===== src/rtl/ps2_pkg.sv =====
// ps2_pkg: shared receiver state, PS/2 prefix codes and frame length
package ps2_pkg;
    typedef enum logic {RX_IDLE = 1'b0, RX_RECV = 1'b1} rx_state_t;
    localparam logic [7:0] PS2_BREAK_CODE = 8'hF0;
    localparam logic [7:0] PS2_EXT_CODE = 8'hE0;
    localparam int PS2_FRAME_BITS = 11;
endpackage


===== src/rtl/ps2_clk_filter.sv =====
// ps2_clk_filter: synchronizes ps2_clk/ps2_data, deglitches ps2_clk and strobes each falling edge
module ps2_clk_filter #(
    parameter int FILTER_LEN = 4
) (
    input  logic clk,
    input  logic rst,
    input  logic ps2_clk,
    input  logic ps2_data,
    output logic sample,
    output logic data
);
    localparam int CW = $clog2(FILTER_LEN + 1);
    logic [1:0] clk_sync, data_sync;
    logic filt;
    logic [CW-1:0] cnt;
    always_ff @(posedge clk) begin
        if (rst) begin
            clk_sync <= 2'b11;
            data_sync <= 2'b11;
            filt <= 1'b1;
            cnt <= '0;
            sample <= 1'b0;
        end else begin
            clk_sync <= {clk_sync[0], ps2_clk};
            data_sync <= {data_sync[0], ps2_data};
            sample <= 1'b0;
            // a new level is accepted only after FILTER_LEN consecutive mismatching cycles
            if (clk_sync[1] == filt) cnt <= '0;
            else if (cnt == CW'(FILTER_LEN - 1)) begin
                filt <= clk_sync[1];
                cnt <= '0;
                sample <= filt;
            end else cnt <= cnt + 1'b1;
        end
    end
    assign data = data_sync[1];
endmodule


===== src/rtl/ps2_keyboard_rx.sv =====
// ps2_keyboard_rx: PS/2 keyboard frame receiver and scan-code decoder; PS2_PARITY_CHECK_EN enables odd-parity checking
module ps2_keyboard_rx
    import ps2_pkg::*;
#(
    parameter int FILTER_LEN = 4,
    parameter int TIMEOUT_CYCLES = 100000
) (
    input  logic       clk,
    input  logic       rst,
    input  logic       ps2_clk,
    input  logic       ps2_data,
    output logic [7:0] key_code,
    output logic       key_valid,
    output logic       key_released,
    output logic       key_extended,
    output logic       frame_error
);
    localparam int TW = $clog2(TIMEOUT_CYCLES + 1);
    localparam logic [3:0] STOP_IDX = 4'(PS2_FRAME_BITS - 1);
    localparam logic [TW-1:0] T_MAX = TW'(TIMEOUT_CYCLES - 1);
    logic sample, data, parity_ok, done, bad, brk, ext;
    rx_state_t state;
    logic [3:0] bit_cnt;
    logic [7:0] shift, rx_byte;
    logic [TW-1:0] tcnt;
    ps2_clk_filter #(.FILTER_LEN(FILTER_LEN)) u_filter (
        .clk(clk),
        .rst(rst),
        .ps2_clk(ps2_clk),
        .ps2_data(ps2_data),
        .sample(sample),
        .data(data)
    );
`ifdef PS2_PARITY_CHECK_EN
    logic par;
    always_ff @(posedge clk) begin
        if (rst) par <= 1'b0;
        else if (state == RX_RECV && sample && bit_cnt == 4'd9) par <= data;
    end
    assign parity_ok = ^{par, shift};
`else
    assign parity_ok = 1'b1;
`endif
    always_ff @(posedge clk) begin
        if (rst) begin
            state <= RX_IDLE;
            bit_cnt <= '0;
            shift <= '0;
            tcnt <= '0;
            done <= 1'b0;
            bad <= 1'b0;
            rx_byte <= '0;
        end else begin
            done <= 1'b0;
            bad <= 1'b0;
            if (state == RX_IDLE) begin
                tcnt <= '0;
                if (sample && !data) begin
                    state <= RX_RECV;
                    bit_cnt <= 4'd1;
                end
            end else if (sample) begin
                tcnt <= '0;
                if (bit_cnt == STOP_IDX) begin
                    state <= RX_IDLE;
                    bit_cnt <= '0;
                    done <= data && parity_ok;
                    bad <= !(data && parity_ok);
                    rx_byte <= shift;
                end else begin
                    if (bit_cnt < 4'd9) shift <= {data, shift[7:1]};
                    bit_cnt <= bit_cnt + 4'd1;
                end
            end else if (tcnt == T_MAX) begin
                state <= RX_IDLE;
                bit_cnt <= '0;
                tcnt <= '0;
                bad <= 1'b1;
            end else tcnt <= tcnt + 1'b1;
        end
    end
    // second stage: prefix tracking and key event outputs
    always_ff @(posedge clk) begin
        if (rst) begin
            brk <= 1'b0;
            ext <= 1'b0;
            key_code <= '0;
            key_valid <= 1'b0;
            key_released <= 1'b0;
            key_extended <= 1'b0;
            frame_error <= 1'b0;
        end else begin
            key_valid <= 1'b0;
            key_released <= 1'b0;
            frame_error <= bad;
            if (bad) begin
                brk <= 1'b0;
                ext <= 1'b0;
            end else if (done) begin
                if (rx_byte == PS2_BREAK_CODE) brk <= 1'b1;
                else if (rx_byte == PS2_EXT_CODE) ext <= 1'b1;
                else begin
                    key_code <= rx_byte;
                    key_extended <= ext;
                    key_released <= brk;
                    key_valid <= !brk;
                    brk <= 1'b0;
                    ext <= 1'b0;
                end
            end
        end
    end
endmodule


===== config.mk =====
export PLATFORM = sky130hd
export DESIGN_NAME = ps2_keyboard_rx
export DESIGN_NICKNAME = d
export VERILOG_FILES = /design/src/rtl/ps2_pkg.sv /design/src/rtl/ps2_clk_filter.sv /design/src/rtl/ps2_keyboard_rx.sv
export SDC_FILE = /design/constraint.sdc
export NUM_CORES = 1
export LEC_CHECK = 0
export CAP_MARGIN = 0
export CELL_PAD_IN_SITES_DETAIL_PLACEMENT = 1
export CELL_PAD_IN_SITES_GLOBAL_PLACEMENT = 1
export CORE_ASPECT_RATIO = 0.75
export CORE_MARGIN = 2
export CORE_UTILIZATION = 44
export DETAILED_ROUTE_END_ITERATION = 12
export PLACE_DENSITY_LB_ADDON = 0.2
export SYNTH_ARGS = -nofsm -noshare
export SYNTH_HDL_FRONTEND = slang
export SYNTH_SLANG_ARGS = --single-unit

===== constraint.sdc =====
create_clock -name clk -period 1.8 [get_ports clk]
set_input_delay 0.45 -clock clk [delete_from_list [all_inputs] [get_ports clk]]
set_output_delay 0.45 -clock clk [all_outputs]
set_load 0.005 [all_outputs]

**Yosys cells after proc, flatten, opt, wreduce, memory -nomap -nowiden**

Index checks and enable logic that the tools add are counted.

- Output and inout bits: 12
- Bits of input ports: 4
- Word-level logic and storage cells: 74
- Register bits after elaboration: 63

- Muxes and demuxes: 16
- Equality and inequality tests: 8
- Bitwise logic cells: 9
- Add/subtract/negate cells: 3
- Magnitude comparators: 1
- Reductions and logical operators: 18

Operators with widths:

| cell | count |
|---|---|
| $mux W4 | 5 |
| $add A17 B1 Y17 const B | 1 |
| $eq A17 B17 Y1 const B | 1 |
| $eq A8 B8 Y1 const B | 2 |
| $mux W1 | 11 |
| $not A1 Y1 | 9 |
| $reduce_and A2 Y1 | 4 |
| $reduce_and A4 Y1 | 2 |
| $reduce_or A4 Y1 | 2 |
| $reduce_or A3 Y1 | 2 |
| $reduce_or A5 Y1 | 1 |
| $add A4 B1 Y4 const B | 1 |
| $eq A4 B4 Y1 const B | 1 |
| $lt A4 B4 Y1 const B | 1 |
| $reduce_or A2 Y1 | 2 |
| $add A3 B1 Y3 const B | 1 |
| $eq A3 B2 Y1 const B | 1 |
| $ne A3 B1 Y1 const B | 1 |
| $reduce_and A3 Y1 | 1 |
| $logic_not A1 Y1 | 2 |
| $ne A2 B2 Y1 const B | 1 |
| $reduce_bool A2 Y1 | 1 |
| $eq A1 B1 Y1 | 1 |
| $logic_and A1 B1 Y1 | 1 |

**Longest topological paths before layout**

- Word-level depth: 4
- Depth in mapped cells: 6
- Depth with buffers taken out: 5

**Cells and area by module**

Synthesis repeated with hierarchy kept, for this count alone.

- Cell total of the unflattened synthesis: 251
- Area total of the unflattened synthesis: 2456.1 um^2

By module, submodules not included:

| module | cells each | instances | area each (um^2) | sequential area each (um^2) |
|---|---|---|---|---|
| ps2_keyboard_rx | 228 | 1 | 2157.1 | 1081.0 |
| ps2_clk_filter | 23 | 1 | 299.0 | 180.2 |

**Worst setup path before layout**

No wires, ideal clock.

- Path kind: register to register
- From: register rx_byte[0]
- To: register key_code[5]
- Slack: 179 ps
- Buffers on the path: 1
- Setup time: 128 ps
- Clock period less this slack: 1621 ps
- Data arrival time: 1493 ps
- Data required time: 1672 ps
- Stages on the path, launching flop included: 6
- Path through: dfxtp_1 or4b_4 o31ai_4 buf_6 mux2i_1 nor2_1

- Cells in the longest elaborated chain, start to end: 3
- Elaborated cells on any way between the ends: 5
- Classes of those cells: 2 x eq/ne; 2 x bitwise; 1 x reduce/logical

Ends and longest elaborated chain:

| element | RTL line | RTL |
|---|---|---|
| from (decl) | ps2_keyboard_rx.sv:24 | `logic [7:0] shift, rx_byte;` |
| from (signal assigned) | ps2_keyboard_rx.sv:69 | `rx_byte <= shift;` |
| $eq A8 B8 Y1 (on tied branches) | ps2_keyboard_rx.sv:101, ps2_keyboard_rx.sv:100 |  |
| $not A1 Y1 (no line) | -- |  |
| $reduce_and A4 Y1 (no line) * | -- |  |
| to (signal assigned) | ps2_keyboard_rx.sv:103 | `key_code <= rx_byte;` |
| to (decl) | ps2_keyboard_rx.sv:12 | `output logic [7:0] key_code,` |

Every way passes the cells marked *; elsewhere a longest branch is shown, timed or not.
A chain may end at the register's enable or synchronous reset.

**Worst setup path after layout**

- From: register rx_byte[0]
- To: register key_code[4]

Same word-level chain as after synthesis.

==> summary.txt <==
Status
  • Status: finished, final reports clean

Floorplanning
  • I/O Pins: 16
  • Initial Util: 46.0%
  • Die X: 90.6 microns
  • Full die area: 6240 sq um
  • Core ar.: 5380 sq um
  • Die H: 68.9 microns
  • Row count: 23

Clock network
  • Root buf cell: clkbuf_8
  • Clock tree buffer depth: 2
  • Htree depth: 3
  • Clock sink count: 63
  • Post-CTS setup buffer count: 0
  • CTS tree: built
  • Clock slew at reported path FFs: 0.06 ns
  • Clock Latency Late Sink: 0.34 ns
  • TritonCTS Buffers: 9

Setup path
  • Crit path DAT: 1.89 ns
  • Crit path required time: 2.03 ns
  • Crit path launch type: flop
  • Critical Path End Type: flop
  • RR Startpoint: rx_byte[0]
  • Crit path from: rx_byte[0]
  • Critical path class: reg -> reg
  • Crit-path max FO: 7

Synth
  • Sequential area share after synthesis: 51.0%
  • Post-synth top flop: dfxtp_1
  • Top cell type's share of synthesized area: 51.0%
  • Yosys reg bits: 63
  • Top cells by area, synth: dfxtp_1 51%, nor2_1 5.8%, mux2i_1 4.9%
  • Post-synth EDFFs: 0
  • Syn Inst Count: 267
  • Fraction of registers with async set or reset after synthesis: 0%
  • Largest area contributor in the netlist: dfxtp_1
  • Most frequent cell after synthesis: dfxtp_1
  • Syn_area_per_cell: 9.26 sq um
  • Post-synth cell types: 44
  • Warnings from Yosys: 0
  • Mapped Nets: 274
  • Synth cell count leaders: 63 x dfxtp_1, 38 x nor2_1, 24 x nand2_1, 16 x a21oi_1, 15 x nand3_1
  • Synth Cell Area: 2470 sq um

STA
  • Worst hold margin: 0.408 ns
  • Setup TNS: 0 ns
  • Slew headroom: 72.6%
  • Setup slack after layout: 0.143 ns
  • Tmin final: 1.66 ns
  • RSZ-0062 raised after global routing: no
  • Final setup vio count: 0
  • Hold Fails Final Rpt: 0
  • F_max: 603 MHz
  • Pins over their slew limit: 0
  • Worst slew pin tran: 0.410 ns
  • Tcrit/Tclk final: 92.1%
  • Skew final: 0.00572 ns

Final layout
  • Layout area overhead: 19.3%
  • Fin area: 2950 sq um
  • Antenna cell count: 0
  • # nets final: 300
  • Filler Cell Count: 641
  • Util after Layout: 54.8%
  • Share of layout cells above drive strength 1: 10.4%
  • Non-Filler Instances: 372

Routing
  • Wire per inst: 14.4 microns
  • Drt first pass iters: 4
  • Vias per cell: 5.17
  • Post-route ant nets: 0
  • Final WL: 5340 microns
  • Number of remaining DRC errors: 0
  • Vias post-DR: 1,923
  • DRT iter0 DRCs: 59

Flow run
  • Max Cap Viol: 0

Global routing
  • Antenna violations before repair: 0
  • Total GRT Usage: 18.8%
  • Vias in the first global route: 1,827
  • Met1 Track Usage GR: 23.8%
  • Pin count of the biggest net entering global routing: 43
  • M2 GR Usage: 28.9%
  • Grt ovf: 0
  • Global-route wire length before repair: 8870 microns
  • M3 GR Usage: 7.50%
  • Global routing's busiest layer: met2

Worst hold path
  • Hold Crit Class: reg -> reg
  • Hold_sp: u_filter.data_sync[0]

Placed design
  • DP Cell Count: 357
  • Port Buf Inserts: 15
  • GP Congestion: 0.764
  • Post-Place Setup Slack: 0.0991 ns
  • Post-DP Area: 2770 sq um
  • Post-DP HPWL: 3660 microns

Power
  • Tot Pwr: 2.53 mW
  • VDD IR-drop max: 0.000522 V
  • Power density over the cells: 859 nW/um^2
  • Pleak: 1.09 nW
-- final timing paths --
check                                to  slack [ns]  depth (start not counted)
setup / recovery            key_code[4]        0.14                          5
hold / removal    u_filter.data_sync[1]        0.41                          1
setup reg to reg            key_code[4]        0.14                          5
hold reg to reg   u_filter.data_sync[1]        0.41                          1
-- state kept, by name, summed over array words and instances, names as in the netlist, 2 cells and up --
signal,flops
tcnt,17
key_code,8
rx_byte,8
shift,8
bit_cnt,4
u_filter.cnt,3
u_filter.clk_sync,2
u_filter.data_sync,2
-- cells in the final DEF (no fill, tap or decap), types with 2 or more instances in the layout --
cell type / count
a211o_1: 2
a21oi_1: 16
a311oi_1: 2
and2_1: 2
and4_1: 2
buf_12: 2
buf_4: 9
clkbuf_1: 3
clkbuf_8: 12
clkdlybuf4s50_1: 15
dfxtp_1: 63
ha_1: 3
inv_1: 10
mux2i_1: 12
nand2_1: 24
nand3_1: 15
nand4_1: 4
nor2_1: 38
nor2b_1: 3
nor3_1: 6
nor4_1: 4
nor4b_1: 2
nor4bb_1: 2
o21ai_0: 4
o31ai_1: 3
or2_2: 4
xnor2_1: 12
xor2_1: 4
-- timing repair --
action / 4_1_cts / 5_1_grt
gates resized for setup: 0 / 1
hold buffers: 0 / 0
endpoints found under the setup margin: 0 / 2
-- report_power, final --
group | switching, mW | internal [mW]
clock network | 0.492 | 0.607
logic | 0.0186 | 0.0150
registers | 0.00224 | 1.40
total | 0.512 | 2.02
-- per-layer routing --
metal / up-vias / wire length, microns
met5: - / 0
met4: 0 / 52
met3: 4 / 197
met2: 31 / 2410
met1: 917 / 2690
li1: 971 / -
-- cell families after synthesis --
group / Yosys count / synth area share [%]
and+or+nand+nor: 116 / 23.7
AOI/OAI and AO/OA: 36 / 9.71
DFF: 63 / 51.0
adders and majority gates: 3 / 1.52
muxes: 12 / 4.86
buffers and inverters: 21 / 3.59
xor gates and xnor gates: 16 / 5.66
-- critical path, cell delays in order (launching register included) --
cell	delay, ns
dfxtp_1	0.32
or4b_4	0.55
o31ai_4	0.24
buf_4	0.19
mux2i_1	0.19
nor2_1	0.05
-- final cells by class --
cell class	instances	area, sq um	share of cell area, %
clock buffers	15	176	5.98
inverters	10	37.5	1.27
multi-input cells	183	1120	38.1
flip-flops and latches	63	1260	42.7
well taps	75	93.8	3.18
repair buffers	26	258	8.74
(Power assumes the default switching activity.)
==> variant 1, RTL diff (same settings) <==
Build with the macro `PS2_PARITY_CHECK_EN` defined.
--- a/src/rtl/ps2_keyboard_rx.sv
+++ b/src/rtl/ps2_keyboard_rx.sv
@@ -1,3 +1,5 @@
 // ps2_keyboard_rx: PS/2 keyboard frame receiver and scan-code decoder; PS2_PARITY_CHECK_EN enables odd-parity checking
+`define PS2_PARITY_CHECK_EN
+
 module ps2_keyboard_rx
     import ps2_pkg::*;
Formal check against the unedited RTL: no difference found for any inputs over 10 cycles, from zero or initial values and one cycle with rst high; that may be too few to reach the edited logic, so the function may still have changed.
==> variant 1 against the unedited design <==
- critical path type is now reg -> out
- worst setup slack got worse by 8.9 ps
- design area rose by 5.4%
- combinational power rose by 27%
- total power rose by 7.8%
- synthesized area rose by 5.0%
- first-iteration DRC count fell by 5.1%
- wire length rose by 5.6%
- sequential cell count rose by 1
==> variant 1: results (changes against the unedited design) <==
[status]
status=finished, final reports clean

[final_layout]
drive_above_1_share_pct=13.6  ; +3.1 points
sh_seq_area_pct=41.2  ; -1.6 points
clk_share_pct=6.60  ; +0.62 points
multi_input_area_mm2=0.00125  ; +11%
layout.nonclk_buf_share_pct=7.88  ; -0.85 points
nNetsFinal=297  ; -1.0%
multi_input_gates=180  ; -1.6%
seq_cell_count=64  ; +1.6%
clkbuf_count=10  ; -5

[synthesis]
synthTopCellsByArea=dfxtp_1, mux2i_1, nor2_1
synth_compound_area_share_pct=6.94  ; -2.8 points
synthesis.nets=270  ; -1.5%
synthXorXnorAreaFrac_pct=6.60  ; +0.94 points
muxShareOfSynthArea_pct=10.8  ; +5.9 points
ys_seq_area_share_pct=49.3  ; -1.6 points
synth_flop_cell=dfxtp_1

[worst_setup_path]
r2r-end=bit_cnt[2]$_SDFFE_PP0P_
startpoint=key_code[0]$_SDFFE_PP0P_
reg2reg_depth=6  ; +1
critPathTopFamily=buffers and inverters
crit_end=key_code[0]
r2r_start=tcnt[0]$_SDFF_PP0_
crit_arrival_ps=1220  ; -670 ps

[detailed_routing]
first_pass_iters=5  ; +1
wl_per_cell_um=15.1  ; +5.3%

[power_and_ir_drop]
p_leak_nw=1.19  ; +9.3%
ir_drop_mv=0.509  ; -2.4%

[grt]
grt_pass1_wl_mm=9.35  ; +5.4%
gr-usage-all-layers_pct=18.5  ; -0.23 points

[timing]
slew_headroom_pct=68.0  ; -4.6 points
finClkSkew_ps=7.52  ; +1.80 ps
min_period_over_period_pct=92.6  ; +0.50 points

[placement]
dpl.hpwl_mm=3.76  ; +2.8%
routabilityCongestion=0.725  ; -5.1%
post-place-ws_ps=-40.4  ; -139 ps

-- variant 1: cell types whose count changed after synthesis, sizes merged, moves of 5 or more --
cell | before | now
a21oi | 16 | 11
nor2 | 38 | 45
xor2 | 4 | 9
nand3 | 15 | 9
mux2i | 12 | 28
nand2 | 24 | 10
and3 | 0 | 5
-- variant 1: kinds of logic (layout without fill, tap and decap cells) --
logic type,Yosys count,count (layout)
DFF,64,64
xor gates and xnor gates,18,18
buffers and inverters,20,51
and+or+nand+nor,102,103
muxes,28,28
AOI/OAI and AO/OA,28,28
adders and majority gates,3,3
-- variant 1: stage by stage --
step / utilization [%] / total power, W / hold slack [ps] / cells / area, µm²
global placement: 49.8 / 0.00150 / 393 / 355 / 2870
global route: 53.9 / 0.00284 / 433 / 373 / 3110
floorplan: - / 0.00147 / 389 / 263 / 2600
detailed placement: 49.8 / 0.00150 / 400 / 355 / 2870
finish: 53.9 / 0.00273 / 416 / 373 / 3110
CTS: 53.4 / 0.00277 / 417 / 371 / 3080
-- variant 1: routing by layer --
layer	global-route usage (%)	wire, µm	vias to the layer above
li1	-	-	975
met5	0	0	-
met1	24.9	2880	914
met3	6.15	202	9
met2	28.0	2480	25
met4	6.86	80	0
-- variant 1: what timing repair did --
item                                    in CTS  in global routing
setup buffers                                0                  1
gates resized for setup                      0                  3
endpoints found under the setup margin       6                 21
gates cloned                                 0                  1
pin swaps                                    0                  2
-- variant 1: power groups by stage --
stage | combinational [W] | sequential, W | clock [W]
floorplan | 0.0000196 | 0.00145 | 0
global placement | 0.0000411 | 0.00145 | 0
detailed placement | 0.0000421 | 0.00145 | 0
CTS | 0.0000423 | 0.00142 | 0.00131
global route | 0.0000463 | 0.00142 | 0.00137
finish | 0.0000427 | 0.00142 | 0.00127
==> variant 2, RTL diff (config.mk and constraints unchanged) <==
Without the edit above. One comparison of `bit_cnt` changes from == to >=.
--- a/src/rtl/ps2_keyboard_rx.sv
+++ b/src/rtl/ps2_keyboard_rx.sv
@@ -62,5 +62,5 @@
             end else if (sample) begin
                 tcnt <= '0;
-                if (bit_cnt == STOP_IDX) begin
+                if (bit_cnt >= STOP_IDX) begin
                     state <= RX_IDLE;
                     bit_cnt <= '0;
Check against the original RTL: same outputs for any inputs over 10 cycles, from zero or initial values and one cycle with rst high; that may be too few to reach the edited logic, so the function may still have changed.
==> variant 2 against the unedited design <==
- critical endpoint is now shift[7]$_SDFFE_PP0P_
- largest power group unchanged
- utilization down 1.1 points
- synthesized area up 5.9%
- design area up 5.5%
- total power up 7.4%
- worst setup slack worse by 17 ps
- sequential share of layout area down 2.2 points
- critical path depth up 1
- largest cell class is now multi-input gates
- final cell count down 0.54%
- count of clock-buffer cells in the layout down 2
- hold slack better by 10 ps
- wire length up 1.6%
- sequential cell count unchanged
==> variant 2: results (changes against the unedited design) <==
[status]
status=finished, final reports clean

[final_layout]
regMostFlops=tcnt
largest_reg_flops=17  ; unchanged
diodes=0  ; unchanged
drive_above_1_share_pct=16.8  ; +6.3 points
post_layout_nonfiller_instances=370  ; -0.54%
nNetsFinal=298  ; -0.67%
num-fill-cells=649  ; +1.2%

[synthesis]
synthTopCellsByArea=dfxtp_1, mux2i_1, nor2_1
yosys_warnings=0  ; unchanged
ys_seq_area_share_pct=48.2  ; -2.8 points
synthesis.nets=272  ; -0.73%
synth_commonest_cells=dfxtp_1, nor2_1, mux2i_1, xnor2_1, inv_1
ys_types=49  ; +11%
syn_inst=262  ; -1.9%

[grt]
grt_max_degree=18  ; -58%
antenna_found_initial=0  ; unchanged
gr-usage-all-layers_pct=18.7  ; -0.026 points
grt_pass1_vias=1961  ; +7.3%
grt_pass1_wl_mm=9.63  ; +8.6%

[power_and_ir_drop]
ir_drop_mv=0.354  ; -32%
p_leak_nw=1.17  ; +7.6%
power.switching_w=0.000523  ; +2.0%

[placement]
dp.cells=355  ; -0.56%
dpl.hpwl_mm=4.02  ; +10%
routabilityCongestion=0.822  ; +7.6%

[worst_setup_path]
worst_path_max_delay_cell=dfxtp_1
reg2reg_depth=6  ; +1
r2r_start=bit_cnt[1]$_SDFFE_PP0P_
r2r_setup_slack_ps=130  ; -20 ps
slowest_delay_ps=420  ; -130 ps
critPathTopFamily=flip-flops
cp_max_fo=8  ; +1
r2r-end=shift[7]$_SDFFE_PP0P_

[detailed_routing]
via_count=1911  ; -0.62%
first_iter_violations=45  ; -24%
wl_per_cell_um=14.7  ; +2.2%

[clock_tree]
cts-root-buf=clkbuf_8
clk_pin_slew_ps=70
clkLatencyLatePin_ps=320  ; -20 ps
cts_buffers=9  ; unchanged

[timing]
finClkSkew_ps=6.80  ; +1.07 ps
slew_headroom_pct=65.4  ; -7.2 points

variant 2: cell types whose count changed in the layout (fill, tap and decap cells not counted), moves of 10 or more:
cell     delta
nand2_1    -14
nand3_1    -12
a21oi_1    -11
nor2_1     +10
mux2i_1    +11
variant 2: layout make-up:
class	count	area share [%]
Clock inverter	2	1.21
Timing Repair Buffer	24	6.99
Tap cell	78	3.14
Multi-Input combinational cell	178	40.9
Inverter	12	1.45
Clock buffer	13	5.75
Sequential cell	63	40.6
variant 2: power by group through the flow:
stage	Combinational (W)	Sequential, W	Clock [W]
2_1_floorplan	0.0000198	0.00143	0
3_3_place_gp	0.0000368	0.00143	0
3_5_place_dp	0.0000388	0.00143	0
4_1_cts	0.0000393	0.00140	0.00133
5_1_grt	0.0000436	0.00140	0.00139
6_report	0.0000384	0.00140	0.00128
variant 2: layer usage:
metal | track usage (%) | routed length [µm] | vias to the layer above | part of all wire (%)
li1 | - | - | 964 | -
met2 | 27.3 | 2290 | 27 | 42
met3 | 4.79 | 174 | 5 | 3.2
met4 | 6.86 | 47 | 0 | 0.87
met1 | 26.9 | 2920 | 915 | 54
met5 | 0 | 0 | - | 0
variant 2: how the worst max path moves through the flow:
stage | to | start
floorplan | shift[1]$_SDFFE_PP0P_ | bit_cnt[0]$_SDFFE_PP0P_
global placement | bit_cnt[3]$_SDFFE_PP0P_ | rst
detailed placement | bit_cnt[2]$_SDFFE_PP0P_ | rst
CTS | shift[7]$_SDFFE_PP0P_ | bit_cnt[0]$_SDFFE_PP0P_
global route | shift[7]$_SDFFE_PP0P_ | bit_cnt[1]$_SDFFE_PP0P_
finish | shift[7]$_SDFFE_PP0P_ | bit_cnt[1]$_SDFFE_PP0P_
variant 2: repair_timing:
item,in CTS,in global routing
setup buffers,0,0
setup endpoints to repair,0,10
gates resized for setup,0,3
variant 2: logic make-up after synthesis:
logic type | after synthesis | share of synthesized area, %
AND/OR/NAND/NOR | 105 | 22.4
flip-flops | 63 | 48.2
AO/OA/AOI/OAI | 28 | 9.08
multiplexers | 23 | 8.79
buffers and inverters | 21 | 3.39
XOR/XNOR | 16 | 5.35
adder cells (fa/ha/maj) | 6 | 2.87
variant 2: metrics by stage:
stage	cell area, µm²	utilization [%]	hold slack, ps	setup slack (ps)
6_report	3110	53.7	419	125
5_1_grt	3110	53.7	438	14.3
4_1_cts	3110	53.6	422	81.1
3_5_place_dp	2890	49.9	399	66.2
3_3_place_gp	2890	49.9	391	79.6
2_1_floorplan	2620	-	389	153
